==> config.mk <==
export PLATFORM = sky130hd
export DESIGN_NAME = router_output_arbiter_flat
export DESIGN_NICKNAME = d
export VERILOG_FILES = /design/src/rtl/router_output_arbiter_if.sv /design/src/rtl/router_output_arbiter.sv /design/src/flat_wrapper.sv
export SDC_FILE = /design/constraint.sdc
export NUM_CORES = 1
export LEC_CHECK = 0
export ABC_CLOCK_PERIOD_IN_PS = 19390
export CAP_MARGIN = 20
export CORE_AREA = 2 2 158 160
export DETAILED_ROUTE_END_ITERATION = 6
export DIE_AREA = 0 0 160 162
export PLACE_DENSITY = 0.79
export SYNTH_ARGS = -nofsm -noshare
export SYNTH_HDL_FRONTEND = slang
export SYNTH_SLANG_ARGS = --single-unit
==> constraint.sdc <==
create_clock -name clk -period 19.39 [get_ports clk]
set_clock_uncertainty 0.1 [all_clocks]
set_input_delay 4.8475 -clock clk [delete_from_list [all_inputs] [get_ports clk]]
set_output_delay 4.8475 -clock clk [all_outputs]
set_load 0.01 [all_outputs]
==> src/rtl/router_output_arbiter_if.sv <==
// Output-port bundle: requester side, link side, VC phase and occupancy.
// Wires only, so there is no latency.
// Link flow is a send/ready handshake; requesters hold req_valid until they are granted.
interface router_output_arbiter_if #(
    parameter int NUM_REQ = 5,
    parameter int DATA_W  = 64
);
    logic                      polarity;
    logic [NUM_REQ-1:0]        req_valid;
    logic [NUM_REQ*DATA_W-1:0] req_data;
    logic [NUM_REQ-1:0]        grant;
    logic                      out_ready;
    logic                      out_send;
    logic [DATA_W-1:0]         out_data;
    logic [1:0]                vc_full;

    modport master (
        output polarity, req_valid, req_data, out_ready,
        input  grant, out_send, out_data, vc_full
    );

    modport slave (
        input  polarity, req_valid, req_data, out_ready,
        output grant, out_send, out_data, vc_full
    );
endinterface

==> src/rtl/router_output_arbiter.sv <==
// Round-robin output-port arbiter with one single-flit buffer per VC, using polarity-phased fill and drain.
// A flit granted in cycle t is captured at edge t and can leave on the link in cycle t+1.
// When out_ready is low the drain VC holds its flit, and that VC takes no grants until it empties.
module router_output_arbiter #(
    parameter int NUM_REQ = 5,
    parameter int DATA_W  = 64,
    parameter int PTR_W   = 3
) (
    input  logic                   clk,
    input  logic                   reset,
    router_output_arbiter_if.slave bus
);

    logic [DATA_W-1:0] vc_buf [2];
    logic [PTR_W-1:0]  rr_ptr [2];
    logic [1:0]        vc_full_q;

    logic              fill_vc;
    logic              drain_vc;
    logic              win_vld;
    logic [PTR_W-1:0]  win_idx;
    logic [PTR_W-1:0]  win_nxt;
    logic [DATA_W-1:0] win_dat;
    logic              send;

    // The VC selected by polarity fills this cycle, and the other VC drains.
    assign fill_vc  = bus.polarity;
    assign drain_vc = ~bus.polarity;

    // Round-robin scan that starts at the fill VC pointer. It never looks at out_ready.
    always_comb begin
        int               cand;
        logic [PTR_W-1:0] cand_idx;
        win_vld  = 1'b0;
        win_idx  = '0;
        cand     = 0;
        cand_idx = '0;
        if (!reset && !vc_full_q[fill_vc]) begin
            for (int k = 0; k < NUM_REQ; k++) begin
                cand = int'(rr_ptr[fill_vc]) + k;
                if (cand >= NUM_REQ) begin
                    cand = cand - NUM_REQ;
                end
                cand_idx = PTR_W'(cand);
                if (!win_vld && bus.req_valid[cand_idx]) begin
                    win_vld = 1'b1;
                    win_idx = cand_idx;
                end
            end
        end
    end

    // Drive the one-hot grant, select the winning flit, and compute the pointer with wrap.
    always_comb begin
        bus.grant = '0;
        win_dat   = '0;
        win_nxt   = (win_idx == PTR_W'(NUM_REQ - 1)) ? '0 : win_idx + 1'b1;
        for (int i = 0; i < NUM_REQ; i++) begin
            if (win_vld && (i == int'(win_idx))) begin
                bus.grant[i] = 1'b1;
                win_dat      = bus.req_data[i*DATA_W +: DATA_W];
            end
        end
    end

    // The drain side depends only on registered occupancy and out_ready, never on req_valid.
    assign send         = !reset && vc_full_q[drain_vc] && bus.out_ready;
    assign bus.out_send = send;
    assign bus.out_data = send ? vc_buf[drain_vc] : '0;
    assign bus.vc_full  = vc_full_q;

    // State update: fill and drain always target different VCs in the same cycle.
    always_ff @(posedge clk) begin
        if (reset) begin
            vc_full_q <= 2'b00;
            vc_buf[0] <= '0;
            vc_buf[1] <= '0;
            rr_ptr[0] <= '0;
            rr_ptr[1] <= '0;
        end else begin
            if (win_vld) begin
                vc_buf[fill_vc]    <= win_dat;
                vc_full_q[fill_vc] <= 1'b1;
                rr_ptr[fill_vc]    <= win_nxt;
            end
            if (send) begin
                vc_full_q[drain_vc] <= 1'b0;
            end
        end
    end

endmodule

==> src/flat_wrapper.sv <==
// flat-port wrapper written by rule: the top's interface ports become plain ports
module router_output_arbiter_flat 
#(
    parameter int NUM_REQ = 5,
    parameter int DATA_W  = 64,
    parameter int PTR_W   = 3
)
  (clk, reset, bus_polarity, bus_req_valid, bus_req_data, bus_out_ready, bus_grant, bus_out_send, bus_out_data, bus_vc_full);
  router_output_arbiter_if #(.NUM_REQ(NUM_REQ), .DATA_W(DATA_W)) bus_i ();
  input  logic clk;
  input  logic reset;
  input wire logic [$bits(bus_i.polarity)-1:0] bus_polarity;
  input wire logic [$bits(bus_i.req_valid)-1:0] bus_req_valid;
  input wire logic [$bits(bus_i.req_data)-1:0] bus_req_data;
  input wire logic [$bits(bus_i.out_ready)-1:0] bus_out_ready;
  output wire logic [$bits(bus_i.grant)-1:0] bus_grant;
  output wire logic [$bits(bus_i.out_send)-1:0] bus_out_send;
  output wire logic [$bits(bus_i.out_data)-1:0] bus_out_data;
  output wire logic [$bits(bus_i.vc_full)-1:0] bus_vc_full;
  assign bus_i.polarity = bus_polarity;
  assign bus_i.req_valid = bus_req_valid;
  assign bus_i.req_data = bus_req_data;
  assign bus_i.out_ready = bus_out_ready;
  assign bus_grant = bus_i.grant;
  assign bus_out_send = bus_i.out_send;
  assign bus_out_data = bus_i.out_data;
  assign bus_vc_full = bus_i.vc_full;
  router_output_arbiter #(.NUM_REQ(NUM_REQ), .DATA_W(DATA_W), .PTR_W(PTR_W)) u_core (.clk(clk), .reset(reset), .bus(bus_i));
endmodule
-- Word level (Yosys, flattened, before mapping)
Memories as Yosys holds them, arrays and structs flattened.
Index checks and enable logic that the tools add are counted.
- memories: 2
- memory bits (writable): 134
- output and inout bits: 72
- bits in latches: 0
- memory bits (read-only): 0
- bits in registers: 2
- bits of input ports: 329
- muxes and demuxes: 70
- eq/ne operators: 5
- magnitude comparators: 14
- bitwise logic cells: 4
- add/sub/neg operators: 10
- shift operators: 0
- multipliers: 0
- divide/modulo/power cells: 0
- reductions and logical operators: 23
- memories (name ; words ; bits a word ; rd ports ; clocked after Yosys merged registers in ; write ports ; line ; source):
    u_core.vc_buf ; 2 ; 64 ; 1 ; 0 ; 2 ; router_output_arbiter.sv:14 ; logic [DATA_W-1:0] vc_buf [2];
    u_core.rr_ptr ; 2 ; 3 ; 1 ; 0 ; 2 ; router_output_arbiter.sv:15 ; logic [PTR_W-1:0] rr_ptr [2];
- operators with widths (operator ; number):
    $mux 64 ; 7
    $reduce_or 64->1 ; 1
    $mux 3 ; 18
    $mux 1 ; 35
    $lt 3x4->1 const B ; 5
    $ge 4x3->1 const B ; 4
    $bmux 1 s3 ; 5
    $sub 3x3->3 const B ; 5
    $logic_and 1x1->1 ; 14
    $eq 3x3->1 const A ; 3
    $add 3x2->4 const B ; 2
    $logic_not 1->1 ; 6
    $mux 2 ; 3
    $add 3x1->4 const B ; 1
    $add 3x3->4 const B ; 1
    $lt 1x2->1 const B ; 2
    $add 3x1->3 const B ; 1
    $eq 2x3->1 const A ; 1
    $eq 3x3->1 const B ; 1
    $ge 3x3->1 const B ; 1
    $logic_not 3->1 ; 1
    $reduce_or 3->1 ; 1
    $and 2x2->2 ; 1
    $demux 1 s1 ; 2
    other kinds (4) ; 5

-- Logic depth before layout (Yosys ltp)
Gate-level depths: netlist of the first run.
- word-level depth: 33
- depth in mapped cells: 25
- mapped depth without buffers: 19

-- Worst setup path before layout of the first run
OpenSTA, ideal clock, no wires.
- kind: in2out
- start point: input bus_polarity
- end point: output bus_grant[4]
- data arrival time: 9017 ps
- buffers on the path: 5
- data required time: 14442 ps
- setup slack: 5425 ps
- stages on the path: 19
- cell sequence: buf_6 mux2i_1 inv_1 ha_1 clkbuf_1 or2_2 o221a_2 o211ai_2 nand3_2 or2_1 o31ai_1 a21o_1 clkbuf_1 clkbuf_1 ha_1 nand2_1 o21bai_1 inv_1 clkbuf_1
- word-level cells in the longest chain between the ends: 27
- elaborated cells between the ends (all ways): 66
- classes of those cells: add/sub: 9; order compare: 5; eq/ne: 1; mux: 39; reduce/logical: 11; memory: 1
- RTL lines (item ; line ; source):
    from (decl) ; flat_wrapper.sv:12 ; input wire logic [$bits(bus_i.polarity)-1:0] bus_polarity;
    branches (longest 25 deep; another with $add 3x1->4) ; n/a ;
    $logic_and 1x1->1 * ; router_output_arbiter.sv:59 ; if (win_vld && (i == int'(win_idx))) begin
    $mux 1 * ; router_output_arbiter.sv:59 ;
    to (decl) ; flat_wrapper.sv:16 ; output wire logic [$bits(bus_i.grant)-1:0] bus_grant;
Every way passes the cells marked *. The select of a mux whose other input is x is not followed.

-- Worst setup path in the final report of the first run
- start point: input bus_polarity
- end point: output bus_grant[3]
Same word-level chain as after synthesis.

==> summary.json, run 1 <==
{
  "run_status": {"value": "finished, final reports clean"},
  "xor_xnor_fraction_of_synth_area": {"value": 0.421, "unit": "%"},
  "cellPowerDensity": {"value": 181, "unit": "nW/µm²"},
  "layout.cells.most_common": {"value": "sky130_fd_sc_hd__clkdlybuf4s50_1"},
  "synth_sequential_area_ratio": {"value": 39.1, "unit": "%"},
  "clock_latency": {"value": 400, "unit": "ps"},
  "timing.hold.worst.class": {"value": "reg2reg"},
  "wl_per_cell": {"value": 20.9, "unit": "µm"},
  "worst_pin_slew": {"value": 1040, "unit": "ps"},
  "clk_root_buffer_cell": {"value": "sky130_fd_sc_hd__clkbuf_16"},
  "path_max_fanout": {"value": 58},
  "final-hold-violation-count": {"value": 0},
  "hold_path.startpoint": {"value": "u_core.bus.vc_full[0]"},
  "area.growth.synth_to_final": {"value": 44.4, "unit": "%"},
  "most_frequent_cell_on_the_critical_path": {"value": "sky130_fd_sc_hd__ha_1"},
  "grt_max_degree": {"value": 73},
  "area_used_by_multi_input_combinational_logic": {"value": 5570, "unit": "µm²"},
  "path_delay_family": {"value": "buffers and inverters"},
  "top_level_ports": {"value": 401},
  "crit_slowest_cell": {"value": "sky130_fd_sc_hd__mux2i_4"},
  "share_seq_of_total_power": {"value": 20.0, "unit": "%"},
  "finalCritPeriodShare": {"value": 84.0, "unit": "%"},
  "synth_fp_nets": {"value": 1437},
  "synth-adder-area-share": {"value": 1.44, "unit": "%"},
  "detailedPlace.worstSlack": {"value": 3140, "unit": "ps"},
  "first_iter_violations": {"value": 799},
  "cp_data_required_time": {"value": 14440, "unit": "ps"},
  "antenna-diode-count": {"value": 0},
  "worst_setup_path_start_kind": {"value": "input port"},
  "worst_hold_path.num_cells": {"value": 2},
  "dp_hpwl": {"value": 25.8, "unit": "mm"},
  "htree_levels": {"value": 4},
  "synthFlopType": {"value": "sky130_fd_sc_hd__edfxtp_1"},
  "cp-end-kind": {"value": "output pin"},
  "postRouteWirelength": {"value": 36.7, "unit": "mm"},
  "synth_mux_area_share": {"value": 8.60, "unit": "%"},
  "cts.sink_count": {"value": 136},
  "reg2reg_setup_slack": {"value": 11460, "unit": "ps"},
  "power_frac_clock": {"value": 11.4, "unit": "%"},
  "sequential_cell_area": {"value": 4060, "unit": "µm²"},
  "worst_hold_path.endpoint": {"value": "u_core.bus.vc_full[0]"},
  "totalNegativeSetupSlack": {"value": 0, "unit": "ps"},
  "ctsResizeCount": {"value": 0},
  "fillerInstances": {"value": 2076},
  "power_switching": {"value": 0.00131, "unit": "W"},
  "holdBufCountCts": {"value": 0},
  "slowest_delay": {"value": 680, "unit": "ps"},
  "timing_max_transition_violations_final": {"value": 0},
  "max-cap-violations": {"value": 0},
  "clock.fmax": {"value": 61.4, "unit": "MHz"},
  "unrepaired_setup_endpoints_after_global_routing": {"value": "no"},
  "place.port_buffers": {"value": 400},
  "layout-drive-gt1-share": {"value": 9.24, "unit": "%"},
  "ys_warn_count": {"value": 0},
  "ys_ff_latch": {"value": 136},
  "dieArea": {"value": 25900, "unit": "µm²"},
  "drt-pass1-iter-count": {"value": 6},
  "critical_path.reg2reg.endpoint": {"value": "u_core.vc_buf[0][24]"},
  "synth_simple_gate_area_share": {"value": 16.4, "unit": "%"},
  "core_outline_area": {"value": 24100, "unit": "µm²"},
  "area_contributors_post_synth": {"value": "sky130_fd_sc_hd__edfxtp_1, sky130_fd_sc_hd__a311oi_2, sky130_fd_sc_hd__mux2i_1, sky130_fd_sc_hd__nor3_1, sky130_fd_sc_hd__a41oi_1"},
  "post_synth.cell_area_avg": {"value": 9.48, "unit": "µm²"},
  "num_vias": {"value": 10225},
  "regToRegStartpoint": {"value": "u_core.rr_ptr[1][0]"},
  "first_global_vias": {"value": 10128},
  "postPlaceCellArea": {"value": 14500, "unit": "µm²"},
  "postLayoutSetupSlackWorst": {"value": 3110, "unit": "ps"},
  "final_area": {"value": 15000, "unit": "µm²"},
  "synthesis.area": {"value": 10400, "unit": "µm²"},
  "power.share.switching": {"value": 48.1, "unit": "%"},
  "critical_path.cell_chain": {"value": "buf_4 -> mux2i_4 -> inv_2 -> ha_1 -> a221oi_2 -> mux2i_1 -> or3_1 -> nand3_2 -> or2_1 -> o32ai_1 -> and3_2 -> buf_4 -> ha_1 -> ha_1 -> nand2_4 -> inv_1 -> clkdlybuf4s50_1"},
  "synth_largest_area_cell": {"value": "sky130_fd_sc_hd__edfxtp_1"},
  "num_rows": {"value": 57},
  "cts-root-to-sink-buffers": {"value": 2},
  "synth_top_area_share": {"value": 38.7, "unit": "%"},
  "path_clk_slew": {"value": 50, "unit": "ps"},
  "detail_route.drc_violations": {"value": 0},
  "ff2ff_path_depth": {"value": 21},
  "postCtsSetupBuffers": {"value": 0},
  "synth.distinct_cells": {"value": 69},
  "initial_standard_cell_utilization_of_the_core": {"value": 43.1, "unit": "%"},
  "tritoncts": {"value": "done"},
  "slew-limit-headroom": {"value": 30.5, "unit": "%"},
  "global_route_wire_length_before_repair": {"value": 55.8, "unit": "mm"},
  "cts_made_buffers": {"value": 17},
  "final_cell_mix": {"value": "sky130_fd_sc_hd__clkdlybuf4s50_1, sky130_fd_sc_hd__edfxtp_1, sky130_fd_sc_hd__nor3_1, sky130_fd_sc_hd__nor2_1, sky130_fd_sc_hd__mux2i_1"},
  "grt_antenna_before_repair": {"value": 0},
  "synth_top_family_by_area": {"value": "compound AO/OA/AOI/OAI gates"},
  "synth_compound_area_share": {"value": 26.1, "unit": "%"},
  "cp.buffers_inverters": {"value": 5},
  "setup_viol_count_final": {"value": 0},
  "die_w": {"value": 160, "unit": "µm"},
  "worst-setup-path-type": {"value": "in2out"},
  "asyncSetResetFlopFracSynth": {"value": 0, "unit": "%"},
  "synth_enable_flop_cells": {"value": 134},
  "post-route-util": {"value": 62.3, "unit": "%"},
  "ir_worst_vdd": {"value": 0.000124, "unit": "V"},
  "detail-route-antenna-nets": {"value": 0},
  "finalCriticalPeriod": {"value": 16280, "unit": "ps"},
  "intPower": {"value": 0.00141, "unit": "W"},
  "groute.usage.overall": {"value": 27.4, "unit": "%"},
  "pwr-share-comb": {"value": 68.5, "unit": "%"},
  "layout_net_count": {"value": 1758},
  "y_dimension_of_the_die": {"value": 162, "unit": "µm"},
  "power_leakage": {"value": 5.52, "unit": "nW"},
  "synthCells": {"value": 1096},
  "vias_per_cell": {"value": 5.83},
  "total_congestion_overflow_after_global_routing": {"value": 0},
  "gp_routability_congestion": {"value": 0.878},
  "cp.arrival": {"value": 11330, "unit": "ps"}
}
-- worst max-delay path by stage --
stage,from,endpoint,slack (ps),cells past startpoint
2_1_floorplan,bus_polarity,bus_grant[4],5430,19
3_3_place_gp,bus_polarity,bus_grant[3],3340,17
4_1_cts,bus_polarity,bus_grant[3],3130,17
5_1_grt,bus_polarity,bus_grant[3],2650,17
6_report,bus_polarity,bus_grant[3],3110,17
3_5_place_dp,bus_polarity,bus_grant[3],3140,17
-- tightest hold or removal path, delay by kind of cell, from the launching register on --
| kind | cells | cell delay [ps] |
|---|---|---|
| compound gates | 1 | 60 |
| flops | 1 | 340 |
| simple gates | 1 | 80 |
-- area by class of cell --
cell class	count	area share, %
multi-input cells	768	37.1
repair buffers	415	27.4
flip-flops and latches	136	27.1
clock buffers	19	2.88
well taps	324	2.70
inverters	79	1.99
clock inverters	12	0.850
-- sequential cells by signal, indices dropped and copies added (netlist names) --
| name | cells |
|---|---|
| u_core.vc_buf | 128 |
| u_core.rr_ptr | 6 |
| u_core.bus.vc_full | 2 |
-- synth_stat cells (4+ instances only) --
master                     instances
sky130_fd_sc_hd__edfxtp_1        134
sky130_fd_sc_hd__nor3_1          132
sky130_fd_sc_hd__nor2_1           83
sky130_fd_sc_hd__mux2i_1          78
sky130_fd_sc_hd__inv_1            76
sky130_fd_sc_hd__a21oi_1          74
sky130_fd_sc_hd__o21ai_0          72
sky130_fd_sc_hd__and2_1           66
sky130_fd_sc_hd__a41oi_1          64
sky130_fd_sc_hd__a311oi_2         60
sky130_fd_sc_hd__clkbuf_1         59
sky130_fd_sc_hd__buf_2            28
sky130_fd_sc_hd__buf_1            17
sky130_fd_sc_hd__nand2_1          16
sky130_fd_sc_hd__ha_1             12
sky130_fd_sc_hd__buf_6             8
sky130_fd_sc_hd__nand2b_1          7
sky130_fd_sc_hd__a211oi_1          5
sky130_fd_sc_hd__a21o_1            5
sky130_fd_sc_hd__a22oi_1           5
sky130_fd_sc_hd__mux2_2            5
sky130_fd_sc_hd__nand3b_1          5
sky130_fd_sc_hd__nor2b_1           5
sky130_fd_sc_hd__a311oi_1          4
sky130_fd_sc_hd__nand3_1           4
sky130_fd_sc_hd__o211ai_1          4
-- logic make-up after synthesis --
| logic type | Yosys count |
|---|---|
| compound gates | 329 |
| buf+inv | 192 |
| simple gates | 336 |
| fa+ha+maj | 12 |
| xor+xnor | 5 |
| flops | 136 |
| mux | 86 |
-- power by group through the flow --
| stage | clock (W) | sequential (W) | combinational [W] |
|---|---|---|---|
| finish | 0.000310 | 0.000544 | 0.00186 |
| global route | 0.000326 | 0.000557 | 0.00202 |
| CTS | 0.000313 | 0.000545 | 0.00185 |
| detailed placement | 0 | 0.000551 | 0.00185 |
| global placement | 0 | 0.000542 | 0.00182 |
| floorplan | 0 | 0.000538 | 0.00143 |
-- stage by stage --
stage / power, W / instances / hold WS (ps)
after floorplan: 0.00197 / 1096 / 416
after global placement: 0.00236 / 1722 / 401
after detailed placement: 0.00240 / 1722 / 416
after CTS: 0.00271 / 1753 / 428
after global routing: 0.00290 / 1753 / 471
final: 0.00272 / 1753 / 427
-- routing by layer --
layer / global-route usage, % / wire, µm
met1: 34.2 / 14500
met5: 0 / 0
met4: 8.80 / 905
met2: 47.8 / 18600
met3: 5.57 / 2730
Power figures use the tool's default switching activity.
==> inputs of run 2 (changes only) <==
Settings changed: ABC_CLOCK_PERIOD_IN_PS 19390 to 14340, CORE_AREA 2 2 158 160 to not set, CORE_UTILIZATION set to 41, DIE_AREA 0 0 160 162 to not set.
Clock period 19.39 ns to 14.34 ns, I/O delays scaled along.
==> run 2 against run 1 <==
Against the previous run: non-clock buffer count increased by 1; design area rose by 0.24%; highest routed layer unchanged; combinational power increased by 37%; sequential power increased by 35%; final cell count increased by 0.11%; first-iteration DRC count fell by 6.9%; sequential share of layout area decreased by 0.065 points; largest cell class unchanged; flip-flop and latch count unchanged; critical path depth shrank 2.
==> summary.json, run 2 (same netlist as run 1, synthesis figures left out) <==
{
  "dieArea": {"value": 26000, "unit": "µm²"},
  "initial_standard_cell_utilization_of_the_core": {"value": 42.2, "unit": "%"},
  "ir_worst_vdd": {"value": 0.000215, "unit": "V"},
  "grt_max_degree": {"value": 71},
  "first_global_vias": {"value": 10021},
  "totalNegativeSetupSlack": {"value": 0, "unit": "ps"},
  "post-route-util": {"value": 61.2, "unit": "%"},
  "worst_hold_path.endpoint": {"value": "u_core.bus.vc_full[1]"},
  "cp_data_required_time": {"value": 10650, "unit": "ps"},
  "path_max_fanout": {"value": 46},
  "top_level_ports": {"value": 401},
  "worst_hold_margin": {"value": 419, "unit": "ps"},
  "area.growth.synth_to_final": {"value": 44.8, "unit": "%"},
  "clk_root_buffer_cell": {"value": "sky130_fd_sc_hd__clkbuf_16"},
  "tritoncts": {"value": "done"},
  "max-cap-violations": {"value": 0},
  "largest_register_ffs": {"value": 128},
  "regToRegStartpoint": {"value": "u_core.rr_ptr[1][0]"},
  "y_dimension_of_the_die": {"value": 161, "unit": "µm"},
  "die_w": {"value": 161, "unit": "µm"},
  "total_congestion_overflow_after_global_routing": {"value": 0},
  "ff2ff_path_depth": {"value": 20},
  "htree_levels": {"value": 4},
  "timing.hold.worst.class": {"value": "reg2reg"},
  "cts-root-to-sink-buffers": {"value": 2},
  "final_cell_mix": {"value": "sky130_fd_sc_hd__clkdlybuf4s50_1, sky130_fd_sc_hd__edfxtp_1, sky130_fd_sc_hd__nor3_1, sky130_fd_sc_hd__nor2_1, sky130_fd_sc_hd__mux2i_1"},
  "timing_max_transition_violations_final": {"value": 0},
  "vias_per_cell": {"value": 5.89},
  "p_total": {"value": 0.00372, "unit": "W"},
  "groute.usage.overall": {"value": 27.9, "unit": "%"},
  "clock_latency": {"value": 410, "unit": "ps"},
  "cellPowerDensity": {"value": 247, "unit": "nW/µm²"},
  "wl_per_cell": {"value": 21.0, "unit": "µm"},
  "reg2reg_setup_slack": {"value": 6990, "unit": "ps"},
  "cp.arrival": {"value": 9190, "unit": "ps"},
  "layout-drive-gt1-share": {"value": 9.50, "unit": "%"},
  "antenna-diode-count": {"value": 0},
  "cts.sink_count": {"value": 136},
  "critical_path.reg2reg.endpoint": {"value": "u_core.vc_buf[0][24]"},
  "unrepaired_setup_endpoints_after_global_routing": {"value": "no"},
  "worst_hold_path.num_cells": {"value": 2},
  "detail-route-antenna-nets": {"value": 0},
  "fillerInstances": {"value": 2107},
  "detail_route.drc_violations": {"value": 0},
  "hold_path.startpoint": {"value": "u_core.bus.vc_full[1]"},
  "layout_net_count": {"value": 1759},
  "final_area": {"value": 15000, "unit": "µm²"},
  "clock.fmax": {"value": 77.6, "unit": "MHz"},
  "path_clk_slew": {"value": 60, "unit": "ps"},
  "worst_pin_slew": {"value": 1030, "unit": "ps"},
  "cp-end-kind": {"value": "output pin"},
  "worst_setup_path_start_kind": {"value": "input port"},
  "holdBufCountCts": {"value": 0},
  "postCtsSetupBuffers": {"value": 0},
  "finalCriticalPeriod": {"value": 12880, "unit": "ps"},
  "ctsResizeCount": {"value": 0},
  "first_iter_violations": {"value": 744},
  "num_rows": {"value": 57},
  "power_leakage": {"value": 5.54, "unit": "nW"},
  "place.port_buffers": {"value": 400},
  "largest_reg_by_ff_count": {"value": "u_core.vc_buf"},
  "postRouteWirelength": {"value": 36.8, "unit": "mm"},
  "cts_made_buffers": {"value": 17},
  "dp_hpwl": {"value": 25.3, "unit": "mm"},
  "slew-limit-headroom": {"value": 31.0, "unit": "%"},
  "setup_viol_count_final": {"value": 0},
  "run_status": {"value": "finished, final reports clean"},
  "final-hold-violation-count": {"value": 0},
  "drt-pass1-iter-count": {"value": 5},
  "num_vias": {"value": 10341},
  "global_route_wire_length_before_repair": {"value": 56.0, "unit": "mm"},
  "postPlaceCellArea": {"value": 14500, "unit": "µm²"},
  "gp_routability_congestion": {"value": 0.878},
  "worst-setup-path-type": {"value": "in2out"},
  "core_outline_area": {"value": 24600, "unit": "µm²"},
  "grt_antenna_before_repair": {"value": 0},
  "layout.cells.most_common": {"value": "sky130_fd_sc_hd__clkdlybuf4s50_1"},
  "finalCritPeriodShare": {"value": 89.8, "unit": "%"}
}
run 2: cell types whose count changed in the layout (fill, tap and decap cells not counted):
cell	delta
sky130_fd_sc_hd__clkinv_4	-1
sky130_fd_sc_hd__buf_4	+1
sky130_fd_sc_hd__inv_6	+5
sky130_fd_sc_hd__inv_8	+1
sky130_fd_sc_hd__clkinv_1	-1
sky130_fd_sc_hd__clkinv_2	-2
sky130_fd_sc_hd__clkbuf_1	-1
run 2: area by class of cell:
cell class                      instances  area [µm²]  area share [%]
Inverter                               79         299            1.99
Sequential cell                       136        4060            27.0
Clock buffer                           18         429            2.85
Clock inverter                         14         160            1.06
Tap cell                              324         405            2.69
Multi-Input combinational cell        768        5570            37.0
Timing Repair Buffer                  416        4120            27.4
run 2: routing by layer:
metal	track usage, %	part of all wire, %	up-vias
met1	34.5	40	4981
met3	4.70	6.5	66
met5	0	0	-
met4	9.35	2.6	0
met2	49.0	50	457
li1	-	-	4837
run 2: critical path, stage by stage:
cell and delay, ps:
sky130_fd_sc_hd__buf_4 560, sky130_fd_sc_hd__mux2i_4 700, sky130_fd_sc_hd__inv_2 320, sky130_fd_sc_hd__ha_1 390
sky130_fd_sc_hd__a221oi_2 330, sky130_fd_sc_hd__mux2i_1 380, sky130_fd_sc_hd__or3_1 240, sky130_fd_sc_hd__nand3_2 140
sky130_fd_sc_hd__or2_1 290, sky130_fd_sc_hd__o32ai_1 410, sky130_fd_sc_hd__and3_2 570, sky130_fd_sc_hd__inv_1 120
sky130_fd_sc_hd__ha_1 220, sky130_fd_sc_hd__and3_4 330, sky130_fd_sc_hd__clkdlybuf4s50_1 560
run 2: metrics by stage:
step / setup slack [ps] / cells
3_3_place_gp: 1460 / 1723
6_report: 1460 / 1755
5_1_grt: 1080 / 1755
4_1_cts: 1500 / 1755
3_5_place_dp: 1520 / 1723
2_1_floorplan: 2900 / 1096
run 2: worst max path at each step:
stage	startpoint	endpoint	slack [ps]	cells past startpoint
after detailed placement	bus_polarity	bus_grant[3]	1520	18
after global placement	bus_polarity	bus_grant[3]	1460	18
after global routing	bus_polarity	bus_grant[0]	1080	16
after CTS	bus_polarity	bus_grant[3]	1500	18
after floorplan	bus_polarity	bus_grant[4]	2900	19
final	bus_polarity	bus_grant[0]	1460	15
run 2: where the power goes:
| group | internal [W] | total (W) | leakage, nW | switching [W] |
|---|---|---|---|---|
| Combinational | 0.000970 | 0.00254 | 3.82 | 0.00157 |
| Clock | 0.000261 | 0.000445 | 0.282 | 0.000185 |
| Sequential | 0.000683 | 0.000736 | 1.43 | 0.0000530 |
==> inputs of run 3 (changes only) <==
Settings changed: CAP_MARGIN 20 to 40.
==> run 3 against run 2 <==
Against the previous run: fmax increased by 0.13%; hold slack improved by 4.7 ps; power decreased by 0.16%; final cell count increased by 0.17%; combinational power about the same; core utilization increased by 0.19 points; sequential share of layout area decreased by 0.085 points; non-clock buffer count increased by 3; via count increased by 0.52%; design area increased by 0.32%; largest cell class unchanged.
==> summary.json, run 3 (same netlist as run 1, synthesis figures left out) <==
{
  "run_status": {"value": "finished, final reports clean"},
  "holdBufCountCts": {"value": 0},
  "cp.arrival": {"value": 9180, "unit": "ps"},
  "sequential_cell_area": {"value": 4060, "unit": "µm²"},
  "groute.layer.met2.usage": {"value": 48.8, "unit": "%"},
  "first_iter_violations": {"value": 851},
  "gp_routability_congestion": {"value": 0.878},
  "ctsResizeCount": {"value": 0},
  "largest_register_ffs": {"value": 128},
  "clk_root_buffer_cell": {"value": "sky130_fd_sc_hd__clkbuf_16"},
  "tritoncts": {"value": "done"},
  "setup_viol_count_final": {"value": 0},
  "layout_net_count": {"value": 1762},
  "cellPowerDensity": {"value": 246, "unit": "nW/µm²"},
  "gr-usage-met3": {"value": 4.80, "unit": "%"},
  "first_global_vias": {"value": 10028},
  "area_used_by_multi_input_combinational_logic": {"value": 5570, "unit": "µm²"},
  "ff2ff_path_depth": {"value": 20},
  "place.port_buffers": {"value": 400},
  "y_dimension_of_the_die": {"value": 161, "unit": "µm"},
  "post-route-util": {"value": 61.4, "unit": "%"},
  "unrepaired_setup_endpoints_after_global_routing": {"value": "no"},
  "path_max_fanout": {"value": 68},
  "drt-pass1-iter-count": {"value": 5},
  "num_vias": {"value": 10395},
  "layout.cells.most_common": {"value": "sky130_fd_sc_hd__clkdlybuf4s50_1"},
  "clock.fmax": {"value": 77.7, "unit": "MHz"},
  "finalCriticalPeriod": {"value": 12860, "unit": "ps"},
  "wl_per_cell": {"value": 20.8, "unit": "µm"},
  "ir_worst_vdd": {"value": 0.000229, "unit": "V"},
  "path_clk_slew": {"value": 60, "unit": "ps"},
  "power_leakage": {"value": 5.56, "unit": "nW"},
  "fillerInstances": {"value": 2069},
  "cts.sink_count": {"value": 136},
  "worst_pin_slew": {"value": 929, "unit": "ps"},
  "critical_path.cell_chain": {"value": "buf_4 -> mux2i_4 -> inv_2 -> ha_1 -> a221oi_2 -> mux2i_1 -> or3_1 -> nand3_2 -> or2_1 -> o31ai_1 -> a21o_2 -> buf_4 -> inv_1 -> ha_1 -> ha_1 -> nand2_4 -> inv_1 -> clkdlybuf4s50_1"},
  "cts-root-to-sink-buffers": {"value": 2},
  "detail_route.drc_violations": {"value": 0},
  "dieArea": {"value": 26000, "unit": "µm²"},
  "worst_hold_margin": {"value": 424, "unit": "ps"},
  "cp_data_required_time": {"value": 10650, "unit": "ps"},
  "detail-route-antenna-nets": {"value": 0},
  "die_w": {"value": 161, "unit": "µm"},
  "final_cell_mix": {"value": "sky130_fd_sc_hd__clkdlybuf4s50_1, sky130_fd_sc_hd__edfxtp_1, sky130_fd_sc_hd__nor3_1, sky130_fd_sc_hd__nor2_1, sky130_fd_sc_hd__mux2i_1"},
  "grt.busiest_layer": {"value": "met2"},
  "worst_hold_path.num_cells": {"value": 2},
  "totalNegativeSetupSlack": {"value": 0, "unit": "ps"},
  "p_total": {"value": 0.00371, "unit": "W"},
  "postCtsSetupBuffers": {"value": 0},
  "detailedPlace.worstSlack": {"value": 1510, "unit": "ps"},
  "timing_max_transition_violations_final": {"value": 0},
  "max-cap-violations": {"value": 0},
  "final-hold-violation-count": {"value": 0},
  "most_frequent_cell_on_the_critical_path": {"value": "sky130_fd_sc_hd__ha_1"},
  "worst-setup-path-type": {"value": "in2out"},
  "num_rows": {"value": 57},
  "global_route_wire_length_before_repair": {"value": 56.0, "unit": "mm"},
  "top_level_ports": {"value": 401},
  "global_route.usage.met1": {"value": 34.8, "unit": "%"},
  "cts_made_buffers": {"value": 17},
  "finalCritPeriodShare": {"value": 89.7, "unit": "%"},
  "core_outline_area": {"value": 24600, "unit": "µm²"},
  "largest_reg_by_ff_count": {"value": "u_core.vc_buf"},
  "worst_setup_path_start_kind": {"value": "input port"},
  "layout-drive-gt1-share": {"value": 9.69, "unit": "%"},
  "cp-end-kind": {"value": "output pin"},
  "area.growth.synth_to_final": {"value": 45.3, "unit": "%"},
  "timing.hold.worst.class": {"value": "reg2reg"},
  "htree_levels": {"value": 4},
  "slowest_delay": {"value": 700, "unit": "ps"},
  "slew-limit-headroom": {"value": 37.7, "unit": "%"},
  "postRouteWirelength": {"value": 36.6, "unit": "mm"},
  "groute.usage.overall": {"value": 27.8, "unit": "%"},
  "clock_latency": {"value": 420, "unit": "ps"},
  "grt_antenna_before_repair": {"value": 1},
  "initial_standard_cell_utilization_of_the_core": {"value": 42.2, "unit": "%"},
  "antenna-diode-count": {"value": 0},
  "grt_max_degree": {"value": 71},
  "postLayoutSetupSlackWorst": {"value": 1480, "unit": "ps"},
  "dp_hpwl": {"value": 25.7, "unit": "mm"},
  "crit_slowest_cell": {"value": "sky130_fd_sc_hd__mux2i_4"},
  "total_congestion_overflow_after_global_routing": {"value": 0},
  "vias_per_cell": {"value": 5.91}
}
==> run 3: cell types whose count changed in the layout (fill, tap and decap cells not counted) <==
cell                       change
sky130_fd_sc_hd__inv_6         -2
sky130_fd_sc_hd__clkinv_4      +1
sky130_fd_sc_hd__inv_8         +1
sky130_fd_sc_hd__buf_12        +2
sky130_fd_sc_hd__buf_2         +1
==> run 3: layer usage <==
metal | wire length, µm | vias up
li1 | - | 4850
met2 | 18500 | 497
met3 | 2430 | 72
met1 | 14800 | 4976
met4 | 852 | 0
met5 | 0 | -
==> run 3: area by class of cell <==
cell class / count / share of cell area, %
Multi-Input combinational cell: 768 / 36.9
Clock inverter: 14 / 1.08
Timing Repair Buffer: 419 / 27.6
Tap cell: 324 / 2.69
Inverter: 79 / 1.98
Clock buffer: 18 / 2.84
Sequential cell: 136 / 26.9
==> run 3: worst paths after layout <==
path	end	start	slack, ps
min	u_core.bus.vc_full[1]	u_core.bus.vc_full[1]	420
max	bus_grant[3]	bus_polarity	1480
min reg2reg	u_core.bus.vc_full[1]	u_core.bus.vc_full[1]	420
max reg2reg	u_core.vc_buf[0][24]	u_core.rr_ptr[1][0]	7030
==> run 3: per-stage QoR <==
step,area (µm²),std cells
final,15100,1758
after global placement,14500,1723
after detailed placement,14500,1726
after global routing,15100,1758
after floorplan,10400,1096
after CTS,15100,1758
==> run 3: critical path, delay by kind of cell <==
family                   cells  cell delay (ps)
multiplexers                 2             1070
AND/OR/NAND/NOR              4              710
AO/OA/AOI/OAI                3              710
adder cells (fa/ha/maj)      3              840
buffers and inverters        6             2230
==> run 3: report_power, final <==
part           internal [W]  switching (W)
Clock              0.000261       0.000183
Combinational      0.000975        0.00156
Sequential         0.000681      0.0000524
